### config.mk
export PLATFORM = sky130hd
export DESIGN_NAME = mul_div_unit_flat
export DESIGN_NICKNAME = d
export VERILOG_FILES = /design/src/rtl/mul_div_unit_if.sv /design/src/rtl/mul_div_unit.sv /design/src/flat_wrapper.sv
export SDC_FILE = /design/constraint.sdc
export NUM_CORES = 1
export LEC_CHECK = 0
export ABC_AREA = 1
export BUFFER_PORTS_ARGS = -buffer_cell sky130_fd_sc_hd__clkbuf_2
export CORE_MARGIN = 2
export CORE_UTILIZATION = 45
export CTS_CLUSTER_SIZE = 10
export DETAILED_ROUTE_END_ITERATION = 7
export GPL_TIMING_DRIVEN = 0
export PLACE_DENSITY_LB_ADDON = 0.25
export SYNTH_ARGS = -nofsm -noshare
export SYNTH_HDL_FRONTEND = slang
export SYNTH_SLANG_ARGS = --single-unit
### constraint.sdc
create_clock -name clk -period 3 [get_ports clk]
set_input_delay 0.3 -clock clk [delete_from_list [all_inputs] [get_ports clk]]
set_output_delay 0.3 -clock clk [all_outputs]
set_load 0.1 [all_outputs]
### src/rtl/mul_div_unit_if.sv
// mul_div_unit_if: request/result bundle between the decode/register-file side
// (master) and the multiply/divide unit (slave).
interface mul_div_unit_if #(
  parameter int WIDTH = 32
);
  logic             start;
  logic [1:0]       op;
  logic [WIDTH-1:0] rs_data;
  logic [WIDTH-1:0] rt_data;
  logic             mthi;
  logic             mtlo;
  logic             busy;
  logic             done;
  logic [WIDTH-1:0] hi;
  logic [WIDTH-1:0] lo;

  modport master (output start, op, rs_data, rt_data, mthi, mtlo,
                  input  busy, done, hi, lo);
  modport slave  (input  start, op, rs_data, rt_data, mthi, mtlo,
                  output busy, done, hi, lo);
endinterface

### src/rtl/mul_div_unit.sv
// mul_div_unit: iterative MIPS multiply/divide unit owning HI/LO.
// MULT/MULTU run an LSB-first shift-add, DIV/DIVU a restoring divide, one bit
// per cycle for WIDTH cycles, then one sign-fix cycle commits HI/LO.
// Macro MDU_DIVIDE_EN builds the divider; without it divide starts are ignored.
module mul_div_unit #(
  parameter int WIDTH = 32
) (
  input logic           clk,
  input logic           reset,
  mul_div_unit_if.slave bus
);
  localparam int CW = $clog2(WIDTH) + 1;

  typedef enum logic [1:0] {IDLE, RUN, FIX} state_t;

  state_t           state, stateNext;
  logic [CW-1:0]    count;
  logic [WIDTH-1:0] accHi;   // product high half / partial remainder
  logic [WIDTH-1:0] lowReg;  // multiplier shifting out, or dividend turning into quotient
  logic [WIDTH-1:0] opB;     // multiplicand / divisor magnitude
  logic [WIDTH-1:0] hiReg, loReg;
  logic             negQ, doneReg;
  logic             legal, accept, lastIter;
  logic             signedOp, rsNeg, rtNeg;
  logic [WIDTH-1:0] magA, magB;
  logic [WIDTH:0]   mulSum;
  logic [2*WIDTH-1:0] prodFix;

`ifdef MDU_DIVIDE_EN
  logic             isDiv, negR, remLess;
  logic [WIDTH:0]   remShift;
  logic [WIDTH-1:0] remSub, quoFix, remFix;

  assign legal    = 1'b1;
  assign remShift = {accHi, lowReg[WIDTH-1]};
  assign remLess  = remShift < {1'b0, opB};
  // Only used when no borrow, so the difference is below the divisor and fits.
  assign remSub   = remShift[WIDTH-1:0] - opB;
  assign quoFix   = negQ ? -lowReg : lowReg;
  assign remFix   = negR ? -accHi : accHi;
`else
  assign legal    = ~bus.op[1];
`endif

  assign accept   = (state == IDLE) && bus.start && legal;
  assign lastIter = (count == CW'(WIDTH - 1));
  assign signedOp = ~bus.op[0];
  assign rsNeg    = signedOp & bus.rs_data[WIDTH-1];
  assign rtNeg    = signedOp & bus.rt_data[WIDTH-1];
  assign magA     = rsNeg ? -bus.rs_data : bus.rs_data;
  assign magB     = rtNeg ? -bus.rt_data : bus.rt_data;
  assign mulSum   = {1'b0, accHi} + (lowReg[0] ? {1'b0, opB} : '0);
  assign prodFix  = negQ ? -{accHi, lowReg} : {accHi, lowReg};

  assign bus.busy = (state != IDLE);
  assign bus.done = doneReg;
  assign bus.hi   = hiReg;
  assign bus.lo   = loReg;

  // State register.
  always_ff @(posedge clk) begin
    if (reset) state <= IDLE;
    else       state <= stateNext;
  end

  // Next-state: idle until an accepted start, WIDTH iterations, one fix cycle.
  always_comb begin
    stateNext = state;
    case (state)
      IDLE:    if (accept) stateNext = RUN;
      RUN:     if (lastIter) stateNext = FIX;
      FIX:     stateNext = IDLE;
      default: stateNext = IDLE;
    endcase
  end

  // Datapath: operand capture, one iteration per RUN cycle, commit in FIX.
  always_ff @(posedge clk) begin
    if (reset) begin
      count   <= '0;
      accHi   <= '0;
      lowReg  <= '0;
      opB     <= '0;
      hiReg   <= '0;
      loReg   <= '0;
      negQ    <= 1'b0;
      doneReg <= 1'b0;
`ifdef MDU_DIVIDE_EN
      isDiv   <= 1'b0;
      negR    <= 1'b0;
`endif
    end else begin
      doneReg <= 1'b0;
      case (state)
        IDLE: begin
          if (accept) begin
            count  <= '0;
            accHi  <= '0;
            lowReg <= magA;
            opB    <= magB;
            // A zero divisor must leave the all-ones quotient unnegated.
            negQ   <= (rsNeg ^ rtNeg) & (|bus.rt_data);
`ifdef MDU_DIVIDE_EN
            isDiv  <= bus.op[1];
            negR   <= rsNeg;
`endif
          end else begin
            if (bus.mthi) hiReg <= bus.rs_data;
            if (bus.mtlo) loReg <= bus.rs_data;
          end
        end
        RUN: begin
          count <= count + 1'b1;
`ifdef MDU_DIVIDE_EN
          if (isDiv) begin
            accHi  <= remLess ? remShift[WIDTH-1:0] : remSub;
            lowReg <= {lowReg[WIDTH-2:0], ~remLess};
          end else
`endif
          {accHi, lowReg} <= {mulSum, lowReg[WIDTH-1:1]};
        end
        FIX: begin
          doneReg <= 1'b1;
`ifdef MDU_DIVIDE_EN
          if (isDiv) begin
            hiReg <= remFix;
            loReg <= quoFix;
          end else
`endif
          {hiReg, loReg} <= prodFix;
        end
        default: ;
      endcase
    end
  end
endmodule

### src/flat_wrapper.sv
// flat-port wrapper written by rule: the top's interface ports become plain ports
module mul_div_unit_flat 
#(
  parameter int WIDTH = 32
)
  (clk, reset, bus_start, bus_op, bus_rs_data, bus_rt_data, bus_mthi, bus_mtlo, bus_busy, bus_done, bus_hi, bus_lo);
  mul_div_unit_if #(.WIDTH(WIDTH)) bus_i ();
  input logic clk;
  input logic reset;
  input wire logic [$bits(bus_i.start)-1:0] bus_start;
  input wire logic [$bits(bus_i.op)-1:0] bus_op;
  input wire logic [$bits(bus_i.rs_data)-1:0] bus_rs_data;
  input wire logic [$bits(bus_i.rt_data)-1:0] bus_rt_data;
  input wire logic [$bits(bus_i.mthi)-1:0] bus_mthi;
  input wire logic [$bits(bus_i.mtlo)-1:0] bus_mtlo;
  output wire logic [$bits(bus_i.busy)-1:0] bus_busy;
  output wire logic [$bits(bus_i.done)-1:0] bus_done;
  output wire logic [$bits(bus_i.hi)-1:0] bus_hi;
  output wire logic [$bits(bus_i.lo)-1:0] bus_lo;
  assign bus_i.start = bus_start;
  assign bus_i.op = bus_op;
  assign bus_i.rs_data = bus_rs_data;
  assign bus_i.rt_data = bus_rt_data;
  assign bus_i.mthi = bus_mthi;
  assign bus_i.mtlo = bus_mtlo;
  assign bus_busy = bus_i.busy;
  assign bus_done = bus_i.done;
  assign bus_hi = bus_i.hi;
  assign bus_lo = bus_i.lo;
  mul_div_unit #(.WIDTH(WIDTH)) u_core (.clk(clk), .reset(reset), .bus(bus_i));
endmodule
==> results of run 1 <==
report_power, final:
part	switching (mW)	internal (mW)	total (mW)
Clock	1.14	1.20	2.34
Sequential	0.132	2.40	2.53
Combinational	1.61	0.443	2.05
Total	2.88	4.04	6.92
kinds of logic after synthesis:
family | count (synthesis) | synth area share [%]
DFF | 170 | 25.5
and+or+nand+nor | 1342 | 42.8
xor gates and xnor gates | 17 | 1.12
AOI/OAI and AO/OA | 375 | 15.3
adders and majority gates | 37 | 3.53
buffers and inverters | 404 | 11.6
flip-flops by register name, summed over array words and instances, names as in the netlist:
signal           flops
u_core.accHi        32
u_core.opB          32
u_core.count         6
u_core.negQ          1
u_core.bus.done      1
u_core.state         2
u_core.lowReg       32
u_core.bus.hi       32
u_core.bus.lo       32
cell type report:
cell class	instances	share of cell area, %
inverters	318	7.90
flip-flops and latches	170	22.5
well taps	390	3.23
clock inverters	15	1.17
clock buffers	17	2.82
multi-input cells	1771	55.5
plain buffers	86	2.39
repair buffers	136	4.51
synthesized netlist by cell type (all sizes together), types with 4 or more instances:
library cell | n | share of area, %
a21o | 4 | 0.23
a21oi | 159 | 6.0
a31oi | 24 | 1.1
and2 | 4 | 0.19
buf | 38 | 1.3
clkbuf | 48 | 1.4
dfxtp | 170 | 26
ha | 36 | 3.4
inv | 318 | 9.0
nand2 | 628 | 18
nand3 | 257 | 9.7
nand3b | 16 | 0.90
nand4 | 27 | 1.3
nor2 | 368 | 11
nor3 | 20 | 0.75
nor4 | 7 | 0.33
o211ai | 6 | 0.34
o21ai | 143 | 5.5
o21bai | 8 | 0.45
o221ai | 5 | 0.33
o22ai | 16 | 0.75
or2 | 13 | 0.61
xor2 | 16 | 1.1
per-stage QoR:
step / area [µm²] / utilization, % / power, mW / hold WS [ps]
after floorplan: 13300 / - / 4.01 / 437
after global placement: 14500 / 49.3 / 4.58 / 458
after detailed placement: 14500 / 49.3 / 4.59 / 456
after CTS: 15100 / 51.4 / 6.88 / 151
after global routing: 15100 / 51.4 / 7.14 / 173
final: 15100 / 51.4 / 6.92 / 155
path summary, 6_finish.rpt:
| check | startpoint | endpoint | slack [ps] | cells past startpoint |
|---|---|---|---|---|
| worst max register to register | u_core.lowReg[0] | u_core.accHi[26] | 260 | 16 |
| worst min-delay path | bus_rs_data[31] | u_core.lowReg[31] | 160 | 3 |
| worst min register to register | u_core.opB[31] | u_core.opB[31] | 470 | 2 |
| worst max-delay path | u_core.lowReg[0] | u_core.accHi[26] | 260 | 16 |
what timing repair did:
action | in CTS | in global routing
gates resized for setup | 0 | 4
buffers inserted | 0 | 0
hold buffers | 0 | 0
setup endpoints to repair | 0 | 7
critical path, stage by stage (launching register included):
cell      delay (ps)
dfxtp_1          310
buf_2            180
clkbuf_1         340
nand2_1          100
inv_1            130
ha_1             290
nand2_1          150
inv_1             50
a21oi_1          130
nand2_1          160
nand2_1           90
nand2_1          150
nand2_1          140
nand2_1           60
nand2_1           50
nand3_1          130
a21oi_1          180
per-layer routing:
layer | share of wire (%) | vias to the layer above
met5 | 0 | -
met4 | 6.1 | 0
met1 | 41 | 7544
met2 | 45 | 832
li1 | - | 7872
met3 | 7.6 | 186
==> flow_summary.json, run 1 <==
{
  "start_util_pct": 45.3,
  "dp_hpwl_mm": 47.9,
  "met1_usage_pct": 47.1,
  "stdcell_count": 2903,
  "syn-cell-area_um2": 13300,
  "num_antenna_cells": 0,
  "fmax_ghz": 0.366,
  "synth_edf_count": 0,
  "path_max_fanout": 10,
  "cts_buffers": 17,
  "dp.cells": 2871,
  "synth_warnings": 0,
  "tightest_slew_ps": 808,
  "hp-class": "in2reg",
  "cp.arrival_ps": 3100,
  "core_um2": 29400,
  "finalHoldViolCount": 0,
  "vias": 16400,
  "drc": 0,
  "overflow": 0,
  "ios": 137,
  "start_kind": "flip-flop",
  "wirelength_mm": 58.3,
  "finalCritPeriodShare_pct": 91.2,
  "setup_tns_ps": 0,
  "grt_pass1_vias": 15200,
  "viasPerCell": 5.66,
  "clk_pin_slew_ps": 80,
  "cap_violations": 0,
  "finalNetCount": 2608,
  "wl_per_cell_um": 20.1,
  "setup.worst_path.class": "reg2reg",
  "power_density_nw_per_um2": 458,
  "vdd_drop_max_mv": 0.343,
  "dieArea_um2": 31000,
  "antenna_found_initial": 0,
  "top_usage_layer": "met2",
  "grt_max_degree": 19,
  "clock_skew_ps": 19.0,
  "post-route-min-period_ps": 2740,
  "synthArstFlopShare_pct": 0,
  "insertion_delay_ps": 450,
  "met2_usage_pct": 61.2,
  "grt_util_met3_pct": 5.32,
  "synth-seq-cells": 170,
  "power_leakage_nw": 7.66,
  "post-place-ws_ps": 209,
  "area_delta_synth_final_pct": 13.3,
  "final_cell_mix": "620 x nand2_1, 346 x nor2_1, 312 x inv_1, 256 x nand3_1, 170 x dfxtp_1",
  "h-tree-depth": 4,
  "synthCells": 2345,
  "register_area_um2": 3400,
  "drive_gt1_share_pct": 10.1,
  "avgSynthCellArea_um2": 5.68,
  "status": "complete, no violations",
  "io_buffers": 136,
  "crit_required_ps": 3360,
  "routabilityCongestion": 1.00,
  "placementRows": 63,
  "grt.total_usage_pct": 37.3,
  "layout_commonest_cell": "nand2_1",
  "ant_nets": 0,
  "slew_viol_final": 0,
  "synth.distinct_cells": 45,
  "setup_violations": 0,
  "worst_setup_path_end_kind": "flip-flop",
  "drtIter0Drc": 1667,
  "slew_headroom_pct": 46.1,
  "die_y_um": 176,
  "synth_flop_cell": "dfxtp_1",
  "cts_num_sinks": 170,
  "root_buffer": "clkbuf_16",
  "die_x_um": 176,
  "drt_first_pass_iters": 6,
  "grt_setup_unrepaired": "false",
  "fill_cells": 3183,
  "cts_tree": "built",
  "grt_pass1_wl_mm": 88.1,
  "clk_path_buf_depth": 2,
  "postLayoutSetupSlackWorst_ps": 265,
  "synth-seq-area-share_pct": 25.5,
  "multiInputGateArea_um2": 8370,
  "syn_nets": 2453
}
Power figures use the tool's default switching activity.
==> run 2, diff against run 1 <==
==> constraint.sdc (replaced) <==
create_clock -name clk -period 2.92 [get_ports clk]
set_input_delay 0.292 -clock clk [delete_from_list [all_inputs] [get_ports clk]]
set_output_delay 0.292 -clock clk [all_outputs]
set_load 0.1 [all_outputs]
==> run 2 against run 1 <==
Final area is essentially flat. Critical path depth fell by 1. Fmax increased by 2.8%. Combinational power grew 3%. Power grew 2.9%. Cell count unchanged. Critical endpoint unchanged. Via count grew 0.14%.
==> flow_summary.json, run 2 (synthesis results as in run 1) <==
{
  "dp_hpwl_mm": 47.9,
  "tightest_slew_ps": 808,
  "start_kind": "flip-flop",
  "min_from": "bus_rs_data[31]",
  "finalPower_mw": 7.12,
  "dr_wl_met3_mm": 4.40,
  "path_max_fanout": 10,
  "finalInstanceArea_um2": 15100,
  "die_y_um": 176,
  "path_cells": "buf_2 > clkbuf_2 > nand2_1 > inv_1 > ha_1 > or2_2 > nand3_1 > nand2_1 > nand2_1 > nand2_1 > nand2_1 > nand2_1 > nand2_1 > nand3_1 > a21oi_1",
  "drc": 0,
  "clk_pin_slew_ps": 80,
  "routabilityCongestion": 1.00,
  "drt_first_pass_iters": 6,
  "post_cts_resized": 0,
  "cap_violations": 0,
  "wl_per_cell_um": 20.1,
  "finalHoldViolCount": 0,
  "setup_tns_ps": 0,
  "clk_path_buf_depth": 2,
  "slew_viol_final": 0,
  "cts_buffers": 17,
  "whs_endpoint": "u_core.lowReg[31]",
  "grt.total_usage_pct": 37.3,
  "wirelength_mm": 58.3,
  "drive_gt1_share_pct": 10.1,
  "io_buffers": 136,
  "reg2reg_depth": 15,
  "reg2reg_slack_ps": 260,
  "antenna_found_initial": 0,
  "final_cell_mix": "620 x nand2_1, 346 x nor2_1, 312 x inv_1, 255 x nand3_1, 170 x dfxtp_1",
  "die_x_um": 176,
  "fill_cells": 3181,
  "critPathMaxStageDelay_ps": 330,
  "ios": 137,
  "layout_commonest_cell": "nand2_1",
  "timing.rr.end": "u_core.accHi[26]",
  "clock_skew_ps": 17.1,
  "holdBufCountCts": 0,
  "drt-met1-wl_mm": 24.0,
  "highest_layer": "met4",
  "hp-class": "in2reg",
  "cts_tree": "built",
  "slowest_stage": "or2_2",
  "ant_nets": 0,
  "holdPathStages": 3,
  "grt_pass1_wl_mm": 88.1,
  "grt_setup_unrepaired": "false",
  "slew_headroom_pct": 46.1,
  "crit_top_cell": "nand2_1",
  "fmax_ghz": 0.376,
  "overflow": 0,
  "finalNetCount": 2608,
  "worst_setup_path_end_kind": "flip-flop",
  "grt_max_degree": 19,
  "dieArea_um2": 31000,
  "root_buffer": "clkbuf_16",
  "core_um2": 29400,
  "dpl_cell_area_um2": 14500,
  "area_delta_synth_final_pct": 13.4,
  "grt_pass1_vias": 15200,
  "drtIter0Drc": 1738,
  "h-tree-depth": 4,
  "vias": 16500,
  "wl_met2_mm": 26.4,
  "power_density_nw_per_um2": 472,
  "start_util_pct": 45.3,
  "viasPerCell": 5.67,
  "cts_num_sinks": 170,
  "status": "complete, no violations",
  "power_leakage_nw": 7.67,
  "setup.worst_path.class": "reg2reg",
  "worst_r2r_startpoint": "u_core.lowReg[0]",
  "setup_violations": 0,
  "post-cts-setup-buffers": 0,
  "placementRows": 63,
  "num_antenna_cells": 0,
  "insertion_delay_ps": 450,
  "vdd_drop_max_mv": 0.353,
  "crit_required_ps": 3280,
  "post-route-min-period_ps": 2660,
  "finalCritPeriodShare_pct": 91.1,
  "cp.arrival_ps": 3020
}
[run 2: power breakdown]
| group | internal [mW] | switching [mW] |
|---|---|---|
| Combinational | 0.456 | 1.65 |
| Sequential | 2.47 | 0.137 |
| Clock | 1.23 | 1.18 |
[run 2: layer usage]
layer,vias to the layer above,track usage (%)
li1,7878,-
met1,7572,47.1
met2,831,61.2
met3,176,5.32
met4,0,20.5
met5,-,0
[run 2: metrics by stage]
| step | setup slack [ps] | instances | util, % | hold WS, ps |
|---|---|---|---|---|
| after floorplan | 689 | 2345 | - | 437 |
| after global placement | 182 | 2871 | 49.3 | 458 |
| after detailed placement | 129 | 2871 | 49.3 | 456 |
| after CTS | 82.7 | 2903 | 51.4 | 143 |
| after global routing | 73.4 | 2903 | 51.4 | 165 |
| final | 260 | 2903 | 51.4 | 153 |
[run 2: how the worst max path moves through the flow]
stage | from | endpoint | slack [ps] | cells past startpoint
after floorplan | u_core.lowReg[0] | u_core.accHi[23] | 690 | 17
after global placement | u_core.lowReg[0] | u_core.accHi[23] | 180 | 17
after detailed placement | u_core.lowReg[0] | u_core.accHi[23] | 130 | 17
after CTS | u_core.lowReg[0] | u_core.accHi[23] | 80 | 17
after global routing | u_core.lowReg[0] | u_core.accHi[26] | 70 | 15
final | u_core.lowReg[0] | u_core.accHi[26] | 260 | 15
[run 2: critical path, delay by kind of cell (launching register included)]
| family | cells | cell delay (ps) |
|---|---|---|
| buffers and inverters | 3 | 510 |
| and+or+nand+nor | 10 | 1280 |
| AOI/OAI and AO/OA | 1 | 180 |
| adders and majority gates | 1 | 280 |
| DFF | 1 | 310 |
[run 2: final cells by class]
type,count,area (µm²),area share [%]
repair buffers,136,681,4.50
well taps,390,488,3.23
plain buffers,86,364,2.41
clock buffers,17,425,2.82
clock inverters,15,176,1.17
flip-flops and latches,170,3400,22.5
multi-input cells,1771,8380,55.5
inverters,318,1190,7.90
